==> src/rtl/exception_sequencer_if.sv <==
// Exception sequencer bus: interrupt-controller / pipeline inputs and the
// SPR write port, PC redirect and mode outputs of the sequencer.
interface exception_sequencer_if;
   // Requests and machine state from the interrupt controller and pipeline
   logic        jisr;
   logic [4:0]  il;
   logic [22:0] mca;
   logic        eret;
   logic        rpt;
   logic [31:0] pc;
   logic [31:0] next_pc;
   logic [31:0] ea;
   logic [31:0] sr;
   logic [31:0] esr;
   logic [31:0] epc;
   logic        mode;

   // Sequencer results
   logic        stall;
   logic        busy;
   logic        spr_we;
   logic [2:0]  spr_addr;
   logic [31:0] spr_wdata;
   logic        pc_load;
   logic [31:0] pc_target;
   logic        mode_out;

   // Pipeline / interrupt-controller side
   modport master (
      output jisr, il, mca, eret, rpt, pc, next_pc, ea, sr, esr, epc, mode,
      input  stall, busy, spr_we, spr_addr, spr_wdata, pc_load, pc_target, mode_out
   );

   // Sequencer side
   modport slave (
      input  jisr, il, mca, eret, rpt, pc, next_pc, ea, sr, esr, epc, mode,
      output stall, busy, spr_we, spr_addr, spr_wdata, pc_load, pc_target, mode_out
   );
endinterface

==> src/rtl/exception_sequencer.sv <==
// Exception entry/return sequencer. On jisr it snapshots machine state and
// writes EPC, ECA, EDATA, ESR and SR through the single SPR write port, then
// redirects to the vector. On eret it restores SR from ESR and returns to EPC.
// The pipeline is stalled for the whole sequence.
module exception_sequencer #(
   parameter logic [31:0] VECTOR_ADDR = 32'h0000_0000,
   parameter logic [31:0] SR_CLEAR    = 32'h0000_0000
) (
   input logic                  clk,
   input logic                  reset,
   exception_sequencer_if.slave bus
);

   // SPR file indices
   localparam logic [2:0] SprSr    = 3'd0;
   localparam logic [2:0] SprEsr   = 3'd1;
   localparam logic [2:0] SprEca   = 3'd2;
   localparam logic [2:0] SprEpc   = 3'd3;
   localparam logic [2:0] SprEdata = 3'd4;

   typedef enum logic [3:0] {
      StIdle,
      StEpc,
      StEca,
      StEdata,
      StEsr,
      StSr,
      StVec,
      StRsr,
      StRet
   } state_e;

   state_e      r_state;
   state_e      w_state_next;

   // Snapshot taken when jisr is accepted; frozen until the next acceptance
   logic [31:0] r_save_pc;
   logic [31:0] r_eca;
   logic [31:0] r_ea;
   logic [31:0] r_sr;
   logic        r_emode;

   // Mode currently applied to the pipeline
   logic        r_mode;

   logic        w_idle;
   logic        w_accept_jisr;
   logic        w_accept_eret;

   logic        w_stall;
   logic        w_spr_we;
   logic [2:0]  w_spr_addr;
   logic [31:0] w_spr_wdata;
   logic        w_pc_load;
   logic [31:0] w_pc_target;
   logic        w_mode_out;

   assign w_idle        = (r_state == StIdle);
   // jisr wins over eret when both arrive together
   assign w_accept_jisr = w_idle & bus.jisr;
   assign w_accept_eret = w_idle & ~bus.jisr & bus.eret;

   // State register
   always_ff @(posedge clk) begin
      if (reset) begin
         r_state <= StIdle;
      end else begin
         r_state <= w_state_next;
      end
   end

   // Next-state: entry path steps one SPR per cycle, return path is two steps
   always_comb begin
      w_state_next = r_state;
      unique case (r_state)
         StIdle: begin
            if (w_accept_jisr) begin
               w_state_next = StEpc;
            end else if (w_accept_eret) begin
               w_state_next = StRsr;
            end
         end
         StEpc:   w_state_next = StEca;
         StEca:   w_state_next = StEdata;
         StEdata: w_state_next = StEsr;
         StEsr:   w_state_next = StSr;
         StSr:    w_state_next = StVec;
         StVec:   w_state_next = StIdle;
         StRsr:   w_state_next = StRet;
         StRet:   w_state_next = StIdle;
         default: w_state_next = StIdle;
      endcase
   end

   // Snapshot capture on jisr acceptance only
   always_ff @(posedge clk) begin
      if (reset) begin
         r_save_pc <= '0;
         r_eca     <= '0;
         r_ea      <= '0;
         r_sr      <= '0;
         r_emode   <= 1'b0;
      end else if (w_accept_jisr) begin
         r_save_pc <= bus.rpt ? bus.pc : bus.next_pc;
         r_eca     <= {bus.il, 4'b0000, bus.mca};
         r_ea      <= bus.ea;
         r_sr      <= bus.sr;
         r_emode   <= bus.mode;
      end
   end

   // Outputs decoded from the registered state and snapshot
   always_comb begin
      w_stall     = 1'b1;
      w_spr_we    = 1'b0;
      w_spr_addr  = '0;
      w_spr_wdata = '0;
      w_pc_load   = 1'b0;
      w_pc_target = '0;
      w_mode_out  = r_mode;
      unique case (r_state)
         StIdle: begin
            w_stall = bus.jisr | bus.eret;
         end
         StEpc: begin
            w_spr_we    = 1'b1;
            w_spr_addr  = SprEpc;
            w_spr_wdata = r_save_pc;
         end
         StEca: begin
            w_spr_we    = 1'b1;
            w_spr_addr  = SprEca;
            w_spr_wdata = r_eca;
         end
         StEdata: begin
            w_spr_we    = 1'b1;
            w_spr_addr  = SprEdata;
            w_spr_wdata = r_ea;
         end
         StEsr: begin
            w_spr_we    = 1'b1;
            w_spr_addr  = SprEsr;
            w_spr_wdata = r_sr;
         end
         StSr: begin
            w_spr_we    = 1'b1;
            w_spr_addr  = SprSr;
            w_spr_wdata = SR_CLEAR;
         end
         StVec: begin
            w_pc_load   = 1'b1;
            w_pc_target = VECTOR_ADDR;
            w_mode_out  = 1'b0;
         end
         StRsr: begin
            // ESR is taken live here, not from the entry snapshot
            w_spr_we    = 1'b1;
            w_spr_addr  = SprSr;
            w_spr_wdata = bus.esr;
         end
         StRet: begin
            w_pc_load   = 1'b1;
            w_pc_target = bus.epc;
            w_mode_out  = r_emode;
         end
         default: begin
            w_stall = 1'b0;
         end
      endcase
   end

   // Mode holds between VEC/RET, which are the only states that change it
   always_ff @(posedge clk) begin
      if (reset) begin
         r_mode <= 1'b0;
      end else begin
         r_mode <= w_mode_out;
      end
   end

   assign bus.stall     = w_stall;
   assign bus.busy      = ~w_idle;
   assign bus.spr_we    = w_spr_we;
   assign bus.spr_addr  = w_spr_addr;
   assign bus.spr_wdata = w_spr_wdata;
   assign bus.pc_load   = w_pc_load;
   assign bus.pc_target = w_pc_target;
   assign bus.mode_out  = w_mode_out;

   // Redirect strobe is a single-cycle pulse
   a_pc_load_pulse: assert property (@(posedge clk) disable iff (reset)
      w_pc_load |=> !w_pc_load);

   // No SPR write and redirect in the same cycle
   a_we_load_excl: assert property (@(posedge clk) disable iff (reset)
      !(w_spr_we && w_pc_load));

endmodule
==> src/flat_wrapper.sv <==
// flat-port wrapper written by rule: the top's interface ports become plain ports
module exception_sequencer_flat 
#(
   parameter logic [31:0] VECTOR_ADDR = 32'h0000_0000,
   parameter logic [31:0] SR_CLEAR    = 32'h0000_0000
)
  (clk, reset, bus_jisr, bus_il, bus_mca, bus_eret, bus_rpt, bus_pc, bus_next_pc, bus_ea, bus_sr, bus_esr, bus_epc, bus_mode, bus_stall, bus_busy, bus_spr_we, bus_spr_addr, bus_spr_wdata, bus_pc_load, bus_pc_target, bus_mode_out);
  exception_sequencer_if bus_i ();
  input logic clk;
  input logic reset;
  input wire logic [$bits(bus_i.jisr)-1:0] bus_jisr;
  input wire logic [$bits(bus_i.il)-1:0] bus_il;
  input wire logic [$bits(bus_i.mca)-1:0] bus_mca;
  input wire logic [$bits(bus_i.eret)-1:0] bus_eret;
  input wire logic [$bits(bus_i.rpt)-1:0] bus_rpt;
  input wire logic [$bits(bus_i.pc)-1:0] bus_pc;
  input wire logic [$bits(bus_i.next_pc)-1:0] bus_next_pc;
  input wire logic [$bits(bus_i.ea)-1:0] bus_ea;
  input wire logic [$bits(bus_i.sr)-1:0] bus_sr;
  input wire logic [$bits(bus_i.esr)-1:0] bus_esr;
  input wire logic [$bits(bus_i.epc)-1:0] bus_epc;
  input wire logic [$bits(bus_i.mode)-1:0] bus_mode;
  output wire logic [$bits(bus_i.stall)-1:0] bus_stall;
  output wire logic [$bits(bus_i.busy)-1:0] bus_busy;
  output wire logic [$bits(bus_i.spr_we)-1:0] bus_spr_we;
  output wire logic [$bits(bus_i.spr_addr)-1:0] bus_spr_addr;
  output wire logic [$bits(bus_i.spr_wdata)-1:0] bus_spr_wdata;
  output wire logic [$bits(bus_i.pc_load)-1:0] bus_pc_load;
  output wire logic [$bits(bus_i.pc_target)-1:0] bus_pc_target;
  output wire logic [$bits(bus_i.mode_out)-1:0] bus_mode_out;
  assign bus_i.jisr = bus_jisr;
  assign bus_i.il = bus_il;
  assign bus_i.mca = bus_mca;
  assign bus_i.eret = bus_eret;
  assign bus_i.rpt = bus_rpt;
  assign bus_i.pc = bus_pc;
  assign bus_i.next_pc = bus_next_pc;
  assign bus_i.ea = bus_ea;
  assign bus_i.sr = bus_sr;
  assign bus_i.esr = bus_esr;
  assign bus_i.epc = bus_epc;
  assign bus_i.mode = bus_mode;
  assign bus_stall = bus_i.stall;
  assign bus_busy = bus_i.busy;
  assign bus_spr_we = bus_i.spr_we;
  assign bus_spr_addr = bus_i.spr_addr;
  assign bus_spr_wdata = bus_i.spr_wdata;
  assign bus_pc_load = bus_i.pc_load;
  assign bus_pc_target = bus_i.pc_target;
  assign bus_mode_out = bus_i.mode_out;
  exception_sequencer #(.VECTOR_ADDR(VECTOR_ADDR), .SR_CLEAR(SR_CLEAR)) u_core (.clk(clk), .reset(reset), .bus(bus_i));
endmodule
==> config.mk <==
export PLATFORM = sky130hd
export DESIGN_NAME = exception_sequencer_flat
export DESIGN_NICKNAME = d
export VERILOG_FILES = /design/src/rtl/exception_sequencer_if.sv /design/src/rtl/exception_sequencer.sv /design/src/flat_wrapper.sv
export SDC_FILE = /design/constraint.sdc
export NUM_CORES = 1
export LEC_CHECK = 0
export ABC_AREA = 1
export CORE_MARGIN = 2
export CORE_UTILIZATION = 30
export CTS_CLUSTER_SIZE = 20
export DETAILED_ROUTE_END_ITERATION = 10
export GPL_TIMING_DRIVEN = 0
export PLACE_DENSITY = 0.64
export SKIP_LAST_GASP = 1
export SLEW_MARGIN = 20
export SYNTH_ARGS = -nofsm -noshare
export SYNTH_HDL_FRONTEND = slang
export SYNTH_SLANG_ARGS = --single-unit
==> constraint.sdc <==
create_clock -name clk -period 1.4 [get_ports clk]
set_input_delay 0.21 -clock clk [delete_from_list [all_inputs] [get_ports clk]]
set_output_delay 0.21 -clock clk [all_outputs]
set_load 0.005 [all_outputs]
==> impl_metrics.toml, run 1 <==
[pwr]
power.density_nw_per_um2 = 1830
max-vdd-ir-drop_uv = 941
p_leak_uw = 0.00675

[worst_setup_path]
critPathKind = "reg -> out"
timing.reg2reg.setup_slack_ns = -0.57
worstPathRequired_ns = 1.19
startpoint_type = "register"
path_max_fanout = 5
r2r_end = "u_core.r_eca[31]"
endpoint_kind = "primary output"
reg2reg_depth = 12
rr_startpoint = "u_core.r_state[1]"
crit_arrival_ns = 1.97

[placed_design]
hpwl_um = 22800
gp_congestion = 0.905
dpl_cell_area_um2 = 10600
port_buffers = 295

[timing]
period_share_pct = 156
setup_slack_ns = -0.780
hold_viol_final = 0
tns_ns = -103.55
setup_viol = 201
rsz0062_at_grt = "yes"
maxSlewHeadroom_pct = 53.4
worst_slew_pin_slew_ns = 0.700
skew_ns = 0.00532
layout_min_cycle_time_ns = 2.18
drv_slew = 0
fmax_mhz = 459

[synthesis]
syn_nets = 1477
synth-seq-cells = 130
ys_seq_area_share_pct = 36.0
synth_cells = 1251
ys_types = 17
syn_avg_cell_area_um2 = 5.77
synth_area_um2 = 7220
ys.warnings.count = 0

[floorplan]
start_util_pct = 30.7
coreArea_um2 = 23500
row_count = 56
ios = 298
die_w_um = 159
dieArea_um2 = 25300
die_h_um = 159

[route]
vias = 10009
drc = 0
via_per_inst = 4.95
detail_route.iter0.violations = 792
wl_um = 37900
ant_nets = 0
routedWlPerCell_um = 18.8
drt_pass1_iterations = 7

[final_layout]
nets = 1918
num_antenna_cells = 0
area_delta_synth_final_pct = 104
nFillCells = 1936
fin_util_pct = 62.7
layout-drive-gt1-share_pct = 35.6
design_area_um2 = 14800

[clocking]
path_clk_slew_ns = 0.06
cts_root_buf = "clkbuf_16"
clk_path_buf_depth = 2
cts-hold-fix-buffers = 0
insertion_delay_ns = 0.43
h-tree-depth = 4
numCtsBuffers = 17
cts_sinks = 130
cts_tree = "done"

[global_routing]
grt_first_pass_wirelength_um = 52500
overflow = 0
antenna_found_initial = 0
grt_pass1_vias = 9406
grtUsageTotal_pct = 26.8
grt_max_degree = 17

[run_status]
status = "finished with violations"
violations = "setup timing"

[hold_path]
whs_path_depth = 3
hp-class = "in -> reg"
hold_start = "bus_sr[11]"
hold_end = "u_core.r_sr[11]"

[job]
maxCapViolCount = 0
-- metal layers --
layer / share of wire (%) / global-route usage (%) / vias to the layer above
li1: - / - / 4662
met2: 47 / 44.5 / 563
met1: 38 / 33.2 / 4623
met3: 8.6 / 6.10 / 161
met5: 0 / 0 / -
met4: 5.8 / 11.7 / 0
-- metrics by stage --
stage	setup slack [ns]	power (µW)	std cells	hold WS (ns)
global placement	-1.06	13600	1865	0.448
floorplan	0.00894	10200	1251	0.345
CTS	-0.682	23600	2009	0.331
global route	-0.831	28200	2022	0.374
detailed placement	-1.06	13700	1865	0.454
finish	-0.780	27000	2022	0.360
-- worst max-delay path by stage --
stage | from | endpoint | slack [ns] | cells after the start
after floorplan | u_core.r_state[0] | bus_spr_wdata[27] | 0.009 | 7
after global placement | u_core.r_state[3] | bus_spr_wdata[29] | -1.06 | 7
after detailed placement | u_core.r_state[3] | bus_spr_wdata[29] | -1.06 | 7
after CTS | u_core.r_state[2] | bus_spr_wdata[19] | -0.68 | 10
after global routing | u_core.r_state[0] | bus_spr_wdata[31] | -0.83 | 9
final | u_core.r_state[0] | bus_spr_wdata[7] | -0.78 | 9
-- cells by family after synthesis --
logic type | share of synthesized area (%)
simple gates | 42.0
compound gates | 7.00
flops | 36.0
buf+inv | 15.0
-- worst max-delay path, stage by stage, from the launching register on --
cell     delay, ns
dfxtp_4       0.42
inv_4         0.05
nor2_4        0.19
buf_6         0.15
buf_4         0.15
nand3_1       0.18
nand2_1       0.15
nor2_1        0.06
nand2_1       0.05
buf_2         0.12
-- registers in the layout (all words and copies together), names as in the netlist --
name,count
u_core.r_ea,32
u_core.r_eca,28
u_core.r_emode,1
u_core.r_mode,1
u_core.r_save_pc,32
u_core.r_sr,32
u_core.r_state,4
-- cell usage in the layout (no fill, tap or decap), types with 7 or more instances in the layout --
cell type,netlist,layout
nand2_2,0,67
clkbuf_1,38,22
buf_16,0,14
o21ai_0,53,33
nand2_8,0,7
inv_1,190,183
buf_2,33,65
buf_12,0,23
a21oi_2,0,15
clkbuf_16,0,24
clkbuf_8,0,9
nand2_4,0,32
nand4_1,42,42
clkdlybuf4s50_1,0,223
nand3_1,51,24
nand2_1,375,270
nor2_4,5,97
o21ai_2,0,17
buf_6,4,65
nand3_2,1,17
nor2_1,276,135
nand3_4,0,12
buf_8,0,31
buf_4,0,39
o21ai_1,8,10
dfxtp_1,130,126
nor2_2,1,50
a21oi_1,40,25
-- cell type report --
cell class / instances / area [µm²] / share of cell area (%)
well taps: 319 / 399 / 2.70
flip-flops and latches: 130 / 2620 / 17.7
inverters: 191 / 732 / 4.96
multi-input cells: 854 / 5250 / 35.5
clock inverters: 5 / 27.5 / 0.186
clock buffers: 25 / 505 / 3.42
plain buffers: 69 / 743 / 5.03
repair buffers: 429 / 4490 / 30.4
-- Yosys cell counts --
cell | instances | area, µm²
a21oi_1 | 40 | 200
buf_1 | 3 | 11.3
buf_2 | 33 | 165
buf_6 | 4 | 45.0
clkbuf_1 | 38 | 143
dfxtp_1 | 130 | 2600
inv_1 | 190 | 713
inv_2 | 1 | 3.75
nand2_1 | 375 | 1410
nand3_1 | 51 | 255
nand3_2 | 1 | 10.0
nand4_1 | 42 | 263
nor2_1 | 276 | 1040
nor2_2 | 1 | 6.26
nor2_4 | 5 | 56.3
o21ai_0 | 53 | 265
o21ai_1 | 8 | 40.0
-- what timing repair did --
action | CTS | global route
pin swaps | 74 | 76
gates cloned | 31 | 5
setup endpoints to repair | 201 | 200
buffers inserted | 88 | 28
resized for setup | 689 | 369
-- power breakdown --
| group | switching, µW | internal (µW) |
|---|---|---|
| sequential | 741 | 4870 |
| clock | 1670 | 2460 |
| combinational | 9090 | 8220 |
(Power assumes the default switching activity.)
==> run 2: changes to the inputs <==
--- a/config.mk
+++ b/config.mk
@@ -6,12 +6,14 @@
 export NUM_CORES = 1
 export LEC_CHECK = 0
 export ABC_AREA = 1
+export CORE_ASPECT_RATIO = 1.5
 export CORE_MARGIN = 2
-export CORE_UTILIZATION = 30
+export CORE_UTILIZATION = 40
 export CTS_CLUSTER_SIZE = 20
 export DETAILED_ROUTE_END_ITERATION = 10
 export GPL_TIMING_DRIVEN = 0
-export PLACE_DENSITY = 0.64
+export PLACE_DENSITY = 0.8
+export SETUP_SLACK_MARGIN = 0.15
 export SKIP_LAST_GASP = 1
 export SLEW_MARGIN = 20
 export SYNTH_ARGS = -nofsm -noshare
==> impl_metrics.toml, run 2 (synthesis results as in run 1) <==
[run_status]
status = "finished with violations"
violations = "setup timing"

[clocking]
numCtsBuffers = 17
cts_sinks = 130
path_clk_slew_ns = 0.07
clk_path_buf_depth = 2
h-tree-depth = 4
insertion_delay_ns = 0.44
cts_tree = "done"
cts_root_buf = "clkbuf_16"

[floorplan]
dieArea_um2 = 19200
die_h_um = 169
die_w_um = 114
start_util_pct = 40.6
ios = 298
coreArea_um2 = 17800
row_count = 60

[timing]
skew_ns = 0.0148
layout_min_cycle_time_ns = 2.26
drv_slew = 0
hold_viol_final = 0
fmax_mhz = 443
period_share_pct = 161
maxSlewHeadroom_pct = 54.9
worst_slew_pin_slew_ns = 0.677
setup_slack_ns = -0.856
rsz0062_at_grt = "yes"
setup_viol = 201

[route]
routedWlPerCell_um = 21.1
drt_pass1_iterations = 9
drc = 0
wl_um = 40700
vias = 10700
detail_route.iter0.violations = 1353
ant_nets = 0
via_per_inst = 5.54

[placed_design]
hpwl_um = 21600
placed_cells = 1763
port_buffers = 295
gp_congestion = 0.940

[worst_setup_path]
endpoint_kind = "register"
worstPathRequired_ns = 1.73
critPathKind = "reg -> reg"
crit_arrival_ns = 2.58
path_max_fanout = 6
startpoint_type = "register"

[pwr]
max-vdd-ir-drop_uv = 1160
p_leak_uw = 0.00668
power.density_nw_per_um2 = 1890
p_total_uw = 26500

[final_layout]
fin_cells = 1930
nets = 1925
top_regs = "u_core.r_ea (32), u_core.r_save_pc (32), u_core.r_sr (32)"
nFillCells = 1062
layout_commonest_cell = "nand2_1"
layout_common_cells = "nand2_1, clkdlybuf4s50_1, inv_1, nor2_1, dfxtp_1"
layout-drive-gt1-share_pct = 28.6
area_delta_synth_final_pct = 93.6

[job]
maxCapViolCount = 0

[global_routing]
grtUsageTotal_pct = 36.8
grt_first_pass_wirelength_um = 54400
grt_pass1_vias = 10233
antenna_found_initial = 1
grt_max_degree = 17
overflow = 0

[hold_path]
hp-class = "in -> reg"
-- run 2: cell count changes in the layout (fill, tap and decap cells not counted), moves of 15 or more --
cell	delta
nand2_2	-38
buf_4	+15
nor2_1	+44
nand2_1	+62
nor2_2	-17
nand2_4	-20
nor2_4	-27
-- run 2: path summary, 6_finish.rpt --
kind / to / slack (ns) / startpoint / cells past startpoint
max: u_core.r_eca[5] / -0.86 / u_core.r_state[0] / 11
min: u_core.r_sr[7] / 0.35 / bus_sr[7] / 3
max reg2reg: u_core.r_eca[5] / -0.86 / u_core.r_state[0] / 11
min reg2reg: u_core.r_ea[2] / 0.47 / u_core.r_ea[2] / 2
-- run 2: cell type report --
class / instances / area (µm²) / share of cell area [%]
multi-input combinational: 852 / 4560 / 32.6
timing repair buffer: 430 / 4370 / 31.2
sequential: 130 / 2620 / 18.7
buffer: 77 / 827 / 5.91
inverter: 191 / 727 / 5.20
clock buffer: 17 / 425 / 3.04
tap: 217 / 272 / 1.94
clock inverter: 15 / 193 / 1.38
antenna: 1 / 2.50 / 0.0179
-- run 2: worst max-delay path, stage by stage, from the launching register on --
cell and delay (ns):
dfxtp_4 0.37, buf_6 0.13, nor2_4 0.24, buf_4 0.17, buf_6 0.11, buf_6 0.11, nand3_4 0.15, buf_6 0.18
bufbuf_16 0.28, buf_16 0.14, nor2_1 0.16, nor2_1 0.09
-- run 2: timing repair --
action | 4_1_cts | 5_1_grt
endpoints found under the hold margin | 0 | 0
cloned | 21 | 0
endpoints found under the setup margin | 201 | 201
setup buffers | 91 | 23
pin swaps | 75 | 47
hold buffers | 0 | 0
resized for setup | 653 | 152
-- run 2: per-layer routing --
layer  global-route usage, %  routed length [µm]  vias up
li1                        -                   -     4660
met1                    38.5               13100     4792
met2                    62.8               19000      893
met3                    8.02                4110      355
met4                    29.7                4460        0
met5                       0                   0        -
-- run 2: report_power, final --
part	internal, µW	switching (µW)	leakage (µW)
clock network	2850	1990	0.000290
logic	7520	8560	0.00532
registers	4860	707	0.00107
-- run 2: through the flow --
stage	setup slack [ns]	setup TNS [ns]	util [%]	hold WS [ns]	area (µm²)
5_1_grt	-0.898	-145.37	78.6	0.367	14000
4_1_cts	-0.699	-97.60	75.2	0.360	13400
2_1_floorplan	0.0808	0	-	0.345	7260
3_3_place_gp	-0.944	-85.64	58.9	0.448	10500
6_report	-0.856	-137.59	78.6	0.350	14000
3_5_place_dp	-0.940	-86.97	58.9	0.452	10500
==> run 3: changes to the inputs <==
--- a/config.mk
+++ b/config.mk
@@ -6,6 +6,7 @@
 export NUM_CORES = 1
 export LEC_CHECK = 0
 export ABC_AREA = 1
+export CAP_MARGIN = 20
 export CORE_ASPECT_RATIO = 1.5
 export CORE_MARGIN = 2
 export CORE_UTILIZATION = 40
==> results of run 3 <==
The final DEF is identical to that of run 2; final timing and power are the same.
